==> src/rtl/pipe_stage_skid.sv <==
`default_nettype none
// ============================================================================
// Module      : pipe_stage_skid
// Description : Valid/ready pipeline stage register with optional 2-entry
//               skid buffer, synchronous flush and bubble (NOP) insertion.
// Revision    : 1.0 - initial release
// ============================================================================
module pipe_stage_skid #(
    parameter int                DATA_W  = 32,
    parameter logic [DATA_W-1:0] NOP_VAL = {DATA_W{1'b0}},
    parameter int                SKID    = 1
) (
    input  logic              clock,
    input  logic              clr_n,
    input  logic              flush,
    input  logic              in_valid,
    output logic              in_ready,
    input  logic [DATA_W-1:0] in_data,
    input  logic              in_nop,
    output logic              out_valid,
    input  logic              out_ready,
    output logic [DATA_W-1:0] out_data,
    output logic              out_nop,
    output logic [1:0]        occupancy
);

    typedef enum logic [1:0] {
        ST_EMPTY = 2'd0,
        ST_ONE   = 2'd1,
        ST_TWO   = 2'd2
    } state_t;

    state_t            r_state;
    state_t            w_state_nxt;
    logic [DATA_W-1:0] r_head_data, w_head_data_nxt;
    logic              r_head_nop,  w_head_nop_nxt;
    logic [DATA_W-1:0] r_skid_data, w_skid_data_nxt;
    logic              r_skid_nop,  w_skid_nop_nxt;
    logic              r_out_valid;
    logic              w_accept;
    logic              w_release;

    assign w_accept  = in_valid & in_ready;
    assign w_release = r_out_valid & out_ready;

    always_comb begin
        w_state_nxt     = r_state;
        w_head_data_nxt = r_head_data;
        w_head_nop_nxt  = r_head_nop;
        w_skid_data_nxt = r_skid_data;
        w_skid_nop_nxt  = r_skid_nop;
        if (flush) begin
            w_state_nxt     = ST_EMPTY;
            w_head_data_nxt = NOP_VAL;
            w_head_nop_nxt  = 1'b1;
            w_skid_data_nxt = NOP_VAL;
            w_skid_nop_nxt  = 1'b1;
        end else begin
            case (r_state)
                ST_EMPTY: begin
                    if (w_accept) begin
                        w_state_nxt     = ST_ONE;
                        w_head_data_nxt = in_data;
                        w_head_nop_nxt  = in_nop;
                    end
                end
                ST_ONE: begin
                    if (w_accept && w_release) begin
                        w_head_data_nxt = in_data;
                        w_head_nop_nxt  = in_nop;
                    end else if (w_accept && (SKID != 0)) begin
                        w_state_nxt     = ST_TWO;
                        w_skid_data_nxt = in_data;
                        w_skid_nop_nxt  = in_nop;
                    end else if (w_release) begin
                        // Head goes back to the bubble encoding when emptied
                        w_state_nxt     = ST_EMPTY;
                        w_head_data_nxt = NOP_VAL;
                        w_head_nop_nxt  = 1'b1;
                    end
                end
                ST_TWO: begin
                    if (w_release) begin
                        w_state_nxt     = ST_ONE;
                        w_head_data_nxt = r_skid_data;
                        w_head_nop_nxt  = r_skid_nop;
                        w_skid_data_nxt = NOP_VAL;
                        w_skid_nop_nxt  = 1'b1;
                    end
                end
                default: begin
                    w_state_nxt     = ST_EMPTY;
                    w_head_data_nxt = NOP_VAL;
                    w_head_nop_nxt  = 1'b1;
                end
            endcase
        end
    end

    always_ff @(posedge clock or negedge clr_n) begin
        if (!clr_n) begin
            r_state     <= ST_EMPTY;
            r_head_data <= NOP_VAL;
            r_head_nop  <= 1'b1;
            r_skid_data <= NOP_VAL;
            r_skid_nop  <= 1'b1;
            r_out_valid <= 1'b0;
        end else begin
            r_state     <= w_state_nxt;
            r_head_data <= w_head_data_nxt;
            r_head_nop  <= w_head_nop_nxt;
            r_skid_data <= w_skid_data_nxt;
            r_skid_nop  <= w_skid_nop_nxt;
            r_out_valid <= (w_state_nxt != ST_EMPTY);
        end
    end

    generate
        if (SKID != 0) begin : g_skid
            // Registered ready: no combinational path from out_ready
            logic r_in_ready;
            always_ff @(posedge clock or negedge clr_n) begin
                if (!clr_n) begin
                    r_in_ready <= 1'b1;
                end else begin
                    r_in_ready <= (w_state_nxt != ST_TWO);
                end
            end
            assign in_ready = r_in_ready;
        end else begin : g_single
            assign in_ready = out_ready | ~r_out_valid;
        end
    endgenerate

    assign out_valid = r_out_valid;
    assign out_data  = r_head_data;
    assign out_nop   = r_head_nop;
    assign occupancy = r_state;

endmodule
`default_nettype wire

==> config.mk <==
export PLATFORM = sky130hd
export DESIGN_NAME = pipe_stage_skid
export DESIGN_NICKNAME = d
export VERILOG_FILES = /design/src/rtl/pipe_stage_skid.sv
export SDC_FILE = /design/constraint.sdc
export NUM_CORES = 1
export LEC_CHECK = 0
export CAP_MARGIN = 20
export CELL_PAD_IN_SITES_DETAIL_PLACEMENT = 1
export CELL_PAD_IN_SITES_GLOBAL_PLACEMENT = 1
export CORE_MARGIN = 8
export CORE_UTILIZATION = 35
export CTS_CLUSTER_DIAMETER = 80
export DETAILED_ROUTE_END_ITERATION = 10
export PLACE_DENSITY_LB_ADDON = 0.2
export SYNTH_ARGS = -nofsm -noshare
export SYNTH_HDL_FRONTEND = slang
export SYNTH_SLANG_ARGS = --single-unit
==> constraint.sdc <==
create_clock -name clock -period 4.8 [get_ports clock]
set_input_delay 0.96 -clock clock [delete_from_list [all_inputs] [get_ports clock]]
set_output_delay 0.96 -clock clock [all_outputs]
set_load 0.005 [all_outputs]
==> results.py <==
metrics = {
    "status": {
        "status": "finished, final reports clean",
    },
    "placed_design": {
        "gp_congestion": 0.738,
        "dp_hpwl_um": 7510,
        "io_buffers": 74,
    },
    "global_route": {
        "grt_pass1_vias": 3551,
        "antenna_found_initial": 0,
        "grt_usage_pct": 16.5,
        "grt_pass1_wl_um": 19100,
        "grt.overflow.total": 0,
        "grt_max_degree": 71,
        "busiest_layer": "met2",
        "gr-usage-met2_pct": 26.9,
        "met1_usage_pct": 21.4,
        "gr-usage-met3_pct": 3.85,
    },
    "cts": {
        "hold_buffers": 0,
        "cts_made_buffers": 9,
        "cts_root_buffer": "clkbuf_8",
        "postCtsSetupBuffers": 0,
        "path_clk_slew_ns": 0.08,
        "cts_buffer_depth": 2,
        "cts_tree": "done",
        "cts_sinks": 70,
        "post_cts_resized": 0,
        "clk_latency_ns": 0.34,
        "htreeDepth": 3,
    },
    "timing": {
        "min_period_ns": 2.89,
        "slew_viol_final": 0,
        "rsz0062_at_grt": "false",
        "max-slew-margin-rel_pct": 39.6,
        "tns_ns": 0,
        "fmax_mhz": 346,
        "setup_viol": 0,
        "min_period_over_period_pct": 60.2,
        "tightest_slew_ns": 0.906,
        "hold_viol": 0,
        "finClkSkew_ns": 0.00776,
    },
    "synthesis": {
        "synth_common_cells": "nand2_1, dfrtp_1, o21ai_1",
        "synth_cells": 433,
        "ys_top_cells_by_area": "dfrtp_1, nand2_1, mux2i_1",
        "ys_seq_area_share_pct": 46.3,
        "netlist_area_sq_mm": 0.00379,
        "synth-edff-count": 0,
        "synth_cell_types": 31,
        "ys_warn_count": 0,
        "synth_flop_cell": "dfrtp_1",
        "synth.most_common_cell": "nand2_1",
        "synth-async-reset-ratio_pct": 100,
        "ys_seq_elements": 70,
        "syn_avg_cell_area_sq_um": 8.76,
        "yosysTopAreaCell": "dfrtp_1",
        "syn_nets": 471,
        "yosys.area.top_type_share_pct": 44.2,
    },
    "routing": {
        "wl_per_cell_um": 18.4,
        "drc": 0,
        "antenna_left": 0,
        "dr.first_iter.drc_count": 131,
        "routed_wl_um": 11600,
        "vias_per_cell": 5.38,
        "dr.pass1.iters": 4,
        "vias": 3388,
    },
    "critical_path": {
        "setup.worst_path.start_class": "input pin",
        "crit_required_ns": 5.05,
        "critPathKind": "in2reg",
        "crit_path_max_fanout": 22,
        "crit_arrival_ns": 3.14,
        "endpoint_kind": "flop",
    },
    "die": {
        "ioPinCount": 75,
        "rows": 38,
        "dieArea_sq_mm": 0.0144,
        "coreArea_sq_mm": 0.0107,
        "initial_core_util_pct": 35.4,
        "die_x_um": 120,
        "die_h_um": 120,
    },
    "cells_and_area": {
        "finish.utilization_pct": 45.0,
        "nets": 524,
        "antennaDiodeCount": 0,
        "syn2layout_area_growth_pct": 26.9,
        "drive_gt1_share_pct": 8.37,
    },
    "pwr": {
        "irDropWorstVdd_mv": 0.167,
        "leakage_nw": 1.90,
        "power_density_mw_per_mm2": 335,
    },
    "run": {
        "max_cap_violations": 0,
    },
    "hold_path": {
        "hp-class": "reg2reg",
    },
}
## where the power goes
group	leakage [nW]	internal (W)	switching [W]
clock network	0.115	0.000317	0.000222
registers	0.921	0.000649	0.0000368
logic	0.865	0.000168	0.000218
## through the flow
| step | hold WS [ns] | power (W) | area, sq um | worst slack (ns) | cells |
|---|---|---|---|---|---|
| final | 0.489 | 0.00161 | 4810 | 1.91 | 630 |
| after CTS | 0.485 | 0.00163 | 4810 | 1.91 | 630 |
| after global routing | 0.507 | 0.00170 | 4810 | 1.79 | 630 |
| after detailed placement | 0.474 | 0.00109 | 4590 | 1.55 | 615 |
| after global placement | 0.465 | 0.00108 | 4590 | 1.62 | 615 |
| after floorplan | 0.453 | 0.000914 | 3790 | 2.71 | 433 |
## cell families (layout without fill, tap and decap cells)
family                 Yosys count  in the layout  synth area share (%)
AO/OA/AOI/OAI                  143            143                  24.1
multiplexers                    32             32                  8.45
buffers and inverters           43            100                  5.84
flip-flops                      70             70                  46.3
AND/OR/NAND/NOR                145            145                  15.3
## metal layers
layer / vias to the layer above / part of all wire, % / wire length [um]
li1: 1630 / - / -
met1: 1675 / 46 / 5360
met2: 78 / 49 / 5620
met3: 5 / 4.3 / 499
met4: 0 / 0.70 / 81
met5: - / 0 / 0
## area by class of cell
type | instances | area, sq um
well taps | 140 | 175
repair buffers | 83 | 813
clock inverters | 4 | 70.1
flip-flops and latches | 70 | 1760
fillers | 1262 | 5890
multi-input cells | 320 | 1840
clock buffers | 11 | 151
inverters | 2 | 7.51
## worst max-delay path: stages
cell	delay, ns
clkdlybuf4s50_1	0.64
and3b_1	0.35
a211oi_4	0.52
buf_4	0.37
o21ai_0	0.11
a21oi_1	0.19
## worst paths after layout
kind                                    to  depth (start not counted)    startpoint  slack, ns
max                           out_data[15]                          6      in_valid       1.91
min                             r_skid_nop                          2    r_skid_nop       0.49
max reg2reg                     r_skid_nop                          6  occupancy[1]       2.20
min reg2reg                     r_skid_nop                          2    r_skid_nop       0.49
max in group asynchronous     occupancy[1]                          1         clr_n       3.43
min in group asynchronous  r_skid_data[20]                          1         clr_n       0.76
## cell usage in the layout, fill, tap and decap left out, types with 2 or more instances in the layout
| cell type | netlist | layout |
|---|---|---|
| clkinv_2 | 0 | 2 |
| bufinv_16 | 0 | 2 |
| a211o_1 | 2 | 2 |
| nand2_1 | 131 | 131 |
| o21ai_1 | 62 | 62 |
| nor2b_1 | 2 | 2 |
| a21oi_2 | 7 | 7 |
| buf_4 | 7 | 9 |
| o21ai_0 | 4 | 4 |
| nand2b_1 | 3 | 3 |
| mux2i_1 | 32 | 32 |
| clkdlybuf4s50_1 | 0 | 72 |
| dfrtp_1 | 67 | 66 |
| o21bai_1 | 2 | 2 |
| clkbuf_8 | 0 | 11 |
| o32ai_1 | 32 | 32 |
| and2_1 | 2 | 2 |
| dfstp_2 | 3 | 3 |
| a21oi_1 | 28 | 28 |
| inv_1 | 2 | 2 |
## sequential cells by signal (all words and copies together) (netlist names)
name / count
in_ready: 1
occupancy: 2
out_data: 32
out_nop: 1
out_valid: 1
r_skid_data: 32
r_skid_nop: 1
No activity file was read; power rests on OpenSTA's default activity.
